[config.mk]
export PLATFORM = sky130hd
export DESIGN_NAME = can_rx_fifo_flat
export DESIGN_NICKNAME = d
export VERILOG_FILES = /design/src/rtl/can_pkg.sv /design/src/rtl/can_rx_fifo_if.sv /design/src/rtl/can_acceptance_filter.sv /design/src/rtl/can_rx_fifo.sv /design/src/flat_wrapper.sv
export SDC_FILE = /design/constraint.sdc
export NUM_CORES = 1
export LEC_CHECK = 0
export CAP_MARGIN = 20
export CORE_MARGIN = 2
export CORE_UTILIZATION = 25
export CTS_CLUSTER_DIAMETER = 40
export DETAILED_ROUTE_END_ITERATION = 16
export SLEW_MARGIN = 30
export SYNTH_ARGS = -nofsm -noshare
export SYNTH_HDL_FRONTEND = slang
export SYNTH_SLANG_ARGS = --single-unit
[constraint.sdc]
create_clock -name clk -period 9.75 [get_ports clk]
set_input_delay 1.95 -clock clk [delete_from_list [all_inputs] [get_ports clk]]
set_output_delay 1.95 -clock clk [all_outputs]
set_load 0.03 [all_outputs]
[src/rtl/can_pkg.sv]
// Shared CAN frame type and helpers for the receive path.
// No logic of its own; consumed by the FIFO and its testbench.
// No flow control here.
package can_pkg;

  localparam int CAN_MAX_DLC = 8;

  // Payload byte 0 sits in the most significant byte of data.
  typedef struct packed {
    logic [10:0]     id;
    logic [3:0]      dlc;
    logic [0:7][7:0] data;
  } can_frame_t;

  // DLC codes 9..15 still carry only 8 bytes on classic CAN.
  function automatic logic [3:0] clamp_dlc(input logic [3:0] dlc);
    return (dlc > 4'(CAN_MAX_DLC)) ? 4'(CAN_MAX_DLC) : dlc;
  endfunction

endpackage

[src/rtl/can_rx_fifo_if.sv]
// Receiver-to-host bundle: frame strobe, filter setup, head-of-queue view and status.
// Pure wiring, no latency.
// The receiver cannot be stalled; frames arriving while full are dropped and flagged.
interface can_rx_fifo_if #(
  parameter int DEPTH = 4
) ();
  localparam int CW = $clog2(DEPTH) + 1;

  logic            rx_valid;
  logic [10:0]     rx_id;
  logic [3:0]      rx_dlc;
  logic [0:7][7:0] rx_data;
  logic [10:0]     acc_code;
  logic [10:0]     acc_mask;
  logic            re;
  logic            clr_overrun;
  logic [10:0]     rd_id;
  logic [3:0]      rd_dlc;
  logic [0:7][7:0] rd_data;
  logic            empty;
  logic            full;
  logic [CW-1:0]   count;
  logic            overrun;

  // Receiver/host side.
  modport master (
    output rx_valid, rx_id, rx_dlc, rx_data, acc_code, acc_mask, re, clr_overrun,
    input  rd_id, rd_dlc, rd_data, empty, full, count, overrun
  );

  // Buffer side.
  modport slave (
    input  rx_valid, rx_id, rx_dlc, rx_data, acc_code, acc_mask, re, clr_overrun,
    output rd_id, rd_dlc, rd_data, empty, full, count, overrun
  );
endinterface

[src/rtl/can_acceptance_filter.sv]
// Single code/mask acceptance filter for an 11-bit standard identifier.
// Combinational, zero latency.
// No flow control; hit is a pure function of its inputs.
module can_acceptance_filter (
  input  logic [10:0] rx_id,
  input  logic [10:0] acc_code,
  input  logic [10:0] acc_mask,
  output logic        hit
);
  // A mask bit of 1 makes that identifier bit a don't-care.
  assign hit = (((rx_id ^ acc_code) & ~acc_mask) == 11'd0);
endmodule

[src/rtl/can_rx_fifo.sv]
// Filtered receive FIFO of CAN frames with first-word fall-through head view.
// Accepted frame is visible on rd_* the cycle after its write edge.
// No backpressure to the receiver: writes to a full FIFO are dropped and set sticky overrun.
module can_rx_fifo
  import can_pkg::*;
#(
  parameter int DEPTH = 4
) (
  input  logic          clk,
  input  logic          rst,
  can_rx_fifo_if.slave  bus
);
  localparam int AW = $clog2(DEPTH);
  localparam int PW = AW + 1;

  logic [PW-1:0] wr_ptr;
  logic [PW-1:0] rd_ptr;
  logic [PW-1:0] cnt;
  logic          overrun_q;
  can_frame_t    mem [DEPTH];
  can_frame_t    wr_frame;
  can_frame_t    head;
  logic          hit;
  logic          accept;
  logic          is_empty;
  logic          is_full;
  logic          do_pop;
  logic          do_wr;
  logic          drop;

  can_acceptance_filter u_filter (
    .rx_id    (bus.rx_id),
    .acc_code (bus.acc_code),
    .acc_mask (bus.acc_mask),
    .hit      (hit)
  );

  // Status comes only from the registered pointers; the extra MSB separates full from empty.
  assign cnt      = wr_ptr - rd_ptr;
  assign is_empty = (cnt == '0);
  assign is_full  = (cnt == PW'(DEPTH));

  // A pop frees a slot on the same edge, so a full FIFO can still take a write alongside re.
  assign accept = bus.rx_valid && hit;
  assign do_pop = bus.re && !is_empty;
  assign do_wr  = accept && (!is_full || do_pop);
  assign drop   = accept && is_full && !do_pop;

  // Assemble the frame to store, clamping oversize DLC codes.
  always_comb begin
    wr_frame      = '0;
    wr_frame.id   = bus.rx_id;
    wr_frame.dlc  = clamp_dlc(bus.rx_dlc);
    wr_frame.data = bus.rx_data;
  end

  // Pointer and sticky-overrun state; a drop outranks a simultaneous clear.
  always_ff @(posedge clk or posedge rst) begin
    if (rst) begin
      wr_ptr    <= '0;
      rd_ptr    <= '0;
      overrun_q <= 1'b0;
    end else begin
      if (do_wr)  wr_ptr <= wr_ptr + 1'b1;
      if (do_pop) rd_ptr <= rd_ptr + 1'b1;
      if (drop)
        overrun_q <= 1'b1;
      else if (bus.clr_overrun)
        overrun_q <= 1'b0;
    end
  end

  // Frame storage; contents are meaningless until written, so no reset.
  always_ff @(posedge clk) begin
    if (do_wr) mem[wr_ptr[AW-1:0]] <= wr_frame;
  end

  assign head = mem[rd_ptr[AW-1:0]];

  // Head view is zeroed while empty so stale slots never leak to the host.
  assign bus.rd_id   = is_empty ? '0 : head.id;
  assign bus.rd_dlc  = is_empty ? '0 : head.dlc;
  assign bus.rd_data = is_empty ? '0 : head.data;
  assign bus.empty   = is_empty;
  assign bus.full    = is_full;
  assign bus.count   = cnt;
  assign bus.overrun = overrun_q;

endmodule

[src/flat_wrapper.sv]
// flat-port wrapper written by rule: the top's interface ports become plain ports
module can_rx_fifo_flat import can_pkg::*;
#(
  parameter int DEPTH = 4
)
  (clk, rst, bus_rx_valid, bus_rx_id, bus_rx_dlc, bus_rx_data, bus_acc_code, bus_acc_mask, bus_re, bus_clr_overrun, bus_rd_id, bus_rd_dlc, bus_rd_data, bus_empty, bus_full, bus_count, bus_overrun);
  can_rx_fifo_if #(.DEPTH(DEPTH)) bus_i ();
  input  logic clk;
  input  logic rst;
  input wire logic [$bits(bus_i.rx_valid)-1:0] bus_rx_valid;
  input wire logic [$bits(bus_i.rx_id)-1:0] bus_rx_id;
  input wire logic [$bits(bus_i.rx_dlc)-1:0] bus_rx_dlc;
  input wire logic [$bits(bus_i.rx_data)-1:0] bus_rx_data;
  input wire logic [$bits(bus_i.acc_code)-1:0] bus_acc_code;
  input wire logic [$bits(bus_i.acc_mask)-1:0] bus_acc_mask;
  input wire logic [$bits(bus_i.re)-1:0] bus_re;
  input wire logic [$bits(bus_i.clr_overrun)-1:0] bus_clr_overrun;
  output wire logic [$bits(bus_i.rd_id)-1:0] bus_rd_id;
  output wire logic [$bits(bus_i.rd_dlc)-1:0] bus_rd_dlc;
  output wire logic [$bits(bus_i.rd_data)-1:0] bus_rd_data;
  output wire logic [$bits(bus_i.empty)-1:0] bus_empty;
  output wire logic [$bits(bus_i.full)-1:0] bus_full;
  output wire logic [$bits(bus_i.count)-1:0] bus_count;
  output wire logic [$bits(bus_i.overrun)-1:0] bus_overrun;
  assign bus_i.rx_valid = bus_rx_valid;
  assign bus_i.rx_id = bus_rx_id;
  assign bus_i.rx_dlc = bus_rx_dlc;
  assign bus_i.rx_data = bus_rx_data;
  assign bus_i.acc_code = bus_acc_code;
  assign bus_i.acc_mask = bus_acc_mask;
  assign bus_i.re = bus_re;
  assign bus_i.clr_overrun = bus_clr_overrun;
  assign bus_rd_id = bus_i.rd_id;
  assign bus_rd_dlc = bus_i.rd_dlc;
  assign bus_rd_data = bus_i.rd_data;
  assign bus_empty = bus_i.empty;
  assign bus_full = bus_i.full;
  assign bus_count = bus_i.count;
  assign bus_overrun = bus_i.overrun;
  can_rx_fifo #(.DEPTH(DEPTH)) u_core (.clk(clk), .rst(rst), .bus(bus_i));
endmodule
==> parameters.txt <==
Parameter                              Value

Run status
  Run status ... finished, final reports clean

Logic synthesis
  Count of different cell masters after synthesis ... 27
  Fraction of the mapped netlist area in compound gates ... 0.428%
  Simple-Gate Fraction of Synth Area ... 4.94%
  Async set or reset register ratio after synthesis ... 2.17%
  Post-synth net total ... 682
  Combinational family with the most area after synthesis ... multiplexers
  Multiplexer fraction of the synthesized cell area ... 14.4%
  Yosys warns ... 0
  Xor and xnor fraction of the mapped netlist area ... 1.23%
  Total standard cell area after synthesis ... 12600 um2
  Part of the Yosys area used for sequential elements ... 76.9%
  Post-Synthesis Mean Instance Area ... 22.1 um2
  Total of flip-flops plus latches after synthesis ... 323
  Ys flop type ... sky130_fd_sc_hd__edfxtp_1
  Number of instances in the synthesized netlist ... 569
  Post-synthesis share of cell area spent on full adders, half adders and majority gates ... 0.757%
  Number of enable-type register cells in the synthesized netlist ... 316

CTS
  Sinks on the clock net ... 323
  Hold buffer count at cts ... 0
  Total CTS buffers ... 50
  Number of H-tree levels ... 2
  Buffers inserted by post-CTS timing repair ... 0
  Cell at the root of the clock tree ... sky130_fd_sc_hd__clkbuf_16
  Post-cts sizing count ... 0
  Maximum clock insertion buffer count ... 3
  Clock Pin Slew Worst Setup and Hold Paths ... 0.05 ns
  Insertion delay to the later sink of the worst-skew pair ... 0.57 ns
  TritonCTS clock tree ... done

STA
  Portion of the clock cycle consumed by the worst path in the final layout ... 65.1%
  Final number of hold-violating endpoints ... 0
  Final count of negative-setup-slack endpoints ... 0
  Slew Limit Headroom ... 37.3%
  PnR worst setup slack ... 3.40 ns
  Achievable clock frequency ... 0.157 GHz
  Worst hold margin ... 0.502 ns
  Minimum period implied by the final worst setup slack ... 6.35 ns
  Max-slew violation count ... 0
  Setup_tns ... 0 ns
  Setup repair after global routing missed its margin ... no
  Final Skew ... 0.0279 ns
  Worst-Margin Slew ... 0.938 ns

Placement
  Hpwl dp ... 16100 um
  Number of buffers inserted by port buffering ... 190
  Pre-CTS setup slack ... 3.51 ns
  Placer congestion estimate ... 0.673
  Area of placed instances ... 15300 um2

Global route
  Antenna violations before repair ... 5
  Global-route wire length before repair ... 42100 um
  Maximum number of pins on one net before global-route repair ... 66
  Total GRT Usage ... 10.8%
  Vias in the first global route ... 6863
  Congestion Overflow GR ... 0

Power and ir drop
  Share of power burned in registers ... 27.5%
  Reported leakage power ... 5.50 nW
  Switching component of the power ... 2.08 mW
  Cell Pwr Density ... 341 nW/um2
  Clock network fraction of total power ... 31.2%
  Switching Share ... 35.7%
  Logic pwr share ... 41.2%
  Maximum ir drop on the vdd rail ... 0.000219 V
  Internal power consumption ... 3.74 mW

Setup path
  List of cells traversed by the critical path ... ha_1 > fa_1 > xnor3_1 > inv_2 > nor2_4 > buf_4 > clkdlybuf4s50_1
  Slowest library cell on the worst path ... sky130_fd_sc_hd__clkdlybuf4s50_1
  Endpoint type of the worst setup path ... output port
  FF-to-FF Start ... u_core.rd_ptr[0]
  Crit start category ... register
  Reg-to-reg endpoint ... u_core.mem[3][72]
  Crit-path max cell delay ... 0.79 ns
  Start-to-end type of the worst setup path ... register to output port
  Critical Path AT ... 4.40 ns
  Cell depth of the worst flop-to-flop path ... 7
  R2R Setup Slk ... 6.22 ns
  Highest net fanout along the worst path ... 48
  Worst Path Required ... 7.80 ns

Flow run
  Number of violations of the max-capacitance limit ... 0

Finish
  Util after Layout ... 34.3%
  Net count reported at finish ... 908
  Share of final-layout standard cells stronger than drive strength 1 ... 23.0%
  Commonest non-fill, non-tap cells in the layout ... 316 x sky130_fd_sc_hd__edfxtp_1, 190 x sky130_fd_sc_hd__clkdlybuf4s50_1, 82 x sky130_fd_sc_hd__nor2b_1
  Area Growth Syn to Fin ... 36.0%
  Non-Filler Cell Area, Final ... 17100 um2
  Most common cell after layout, fill and taps aside ... sky130_fd_sc_hd__edfxtp_1

Drt
  Mean routed wirelength per cell ... 18.3 um
  Total wirelength of the detailed-routed design ... 27700 um
  Initial DRC Count ... 328
  Number of remaining DRC errors ... 0
  Vias after detailed routing ... 6169
  Count of TritonRoute iterations in the first routing pass ... 4
  Vias per inst ... 4.09
  Number of nets still failing antenna checks after routing ... 0

Worst hold path
  Number of cells traversed by the worst hold path ... 1
  Endpoint of the worst hold-timing path ... u_core.rd_ptr[2]
  Hold crit path type ... register to register
  Launch instance of the worst min-delay path ... u_core.rd_ptr[2]

Floorplanning
  Starting density of the core ... 25.2%
  Die height ... 228 um
  Horizontal extent of the die ... 228 um
  Core area ... 49900 um2
  I/O pins ... 191
  Die area ... 52100 um2
  Floorplan row count ... 82
==> sequential cells by signal (all words and copies together), names as in the netlist <==
register            count
u_core.mem            316
u_core.rd_ptr           3
u_core.wr_ptr           3
u_core.bus.overrun      1
==> power groups by stage <==
stage               Sequential [mW]  Clock [mW]  Combinational, mW
CTS                            1.64        1.88               2.42
global placement               1.67           0               2.40
detailed placement             1.67           0               2.40
floorplan                      1.60           0               1.54
finish                         1.60        1.82               2.40
global route                   1.61        1.94               2.56
==> cell type report <==
cell class,instances,area [um2]
clock inverter,37,427
multi-input combinational,207,2750
tap,672,841
antenna,1,2.50
timing repair buffer,201,2010
sequential,323,9670
inverter,12,45.0
clock buffer,56,1340
fill,4774,32800
==> cell usage after synthesis (2+ instances only) <==
master / n / area [um2]
sky130_fd_sc_hd__mux4_2: 79 / 1780
sky130_fd_sc_hd__xor2_1: 2 / 17.5
sky130_fd_sc_hd__clkbuf_1: 9 / 33.8
sky130_fd_sc_hd__nor2_4: 2 / 22.5
sky130_fd_sc_hd__o22ai_1: 5 / 31.3
sky130_fd_sc_hd__buf_2: 17 / 85.1
sky130_fd_sc_hd__nor2_1: 5 / 18.8
sky130_fd_sc_hd__xnor2_1: 13 / 114
sky130_fd_sc_hd__inv_1: 11 / 41.3
sky130_fd_sc_hd__o21ai_2: 2 / 17.5
sky130_fd_sc_hd__dfrtp_1: 7 / 175
sky130_fd_sc_hd__edfxtp_1: 316 / 9490
sky130_fd_sc_hd__ha_1: 6 / 75.1
sky130_fd_sc_hd__nor2b_1: 82 / 513
==> worst max-delay path: cells and delay by family (launching register included) <==
kind                       cells  cell delay, ns
xor gates and xnor gates       1            0.29
adders and majority gates      2            0.63
buffers and inverters          3            1.49
DFF                            1            0.61
and+or+nand+nor                1            0.72
==> cell families (layout without fill, tap and decap cells) <==
logic type	Yosys count	after routing
flops	323	323
fa+ha+maj	7	7
mux	81	81
xor+xnor	16	16
compound gates	8	8
simple gates	95	95
buf+inv	39	306
other cells	0	1
==> per-layer routing <==
layer  track usage [%]  part of all wire [%]
met5                 0                  0.12
met4              3.25                   2.0
met3              3.62                   6.2
met2              17.5                    48
met1              13.8                    44
==> metrics by stage <==
step                std cells  power, mW
finish                   1509       5.83
global route             1508       6.11
CTS                      1507       5.94
detailed placement       1414       4.08
global placement         1414       4.07
floorplan                 569       3.13
==> worst max-delay path by stage <==
| stage | from | endpoint | slack [ns] | depth (start not counted) |
|---|---|---|---|---|
| finish | u_core.rd_ptr[0] | bus_empty | 3.40 | 7 |
| global route | u_core.rd_ptr[0] | bus_rd_id[8] | 3.07 | 8 |
| CTS | u_core.rd_ptr[0] | bus_empty | 2.90 | 7 |
| detailed placement | u_core.rd_ptr[0] | bus_empty | 3.51 | 7 |
| global placement | u_core.rd_ptr[0] | bus_empty | 3.57 | 7 |
| floorplan | bus_acc_code[5] | u_core.mem[0][0] | 3.22 | 5 |
Power figures use the tool's default switching activity.
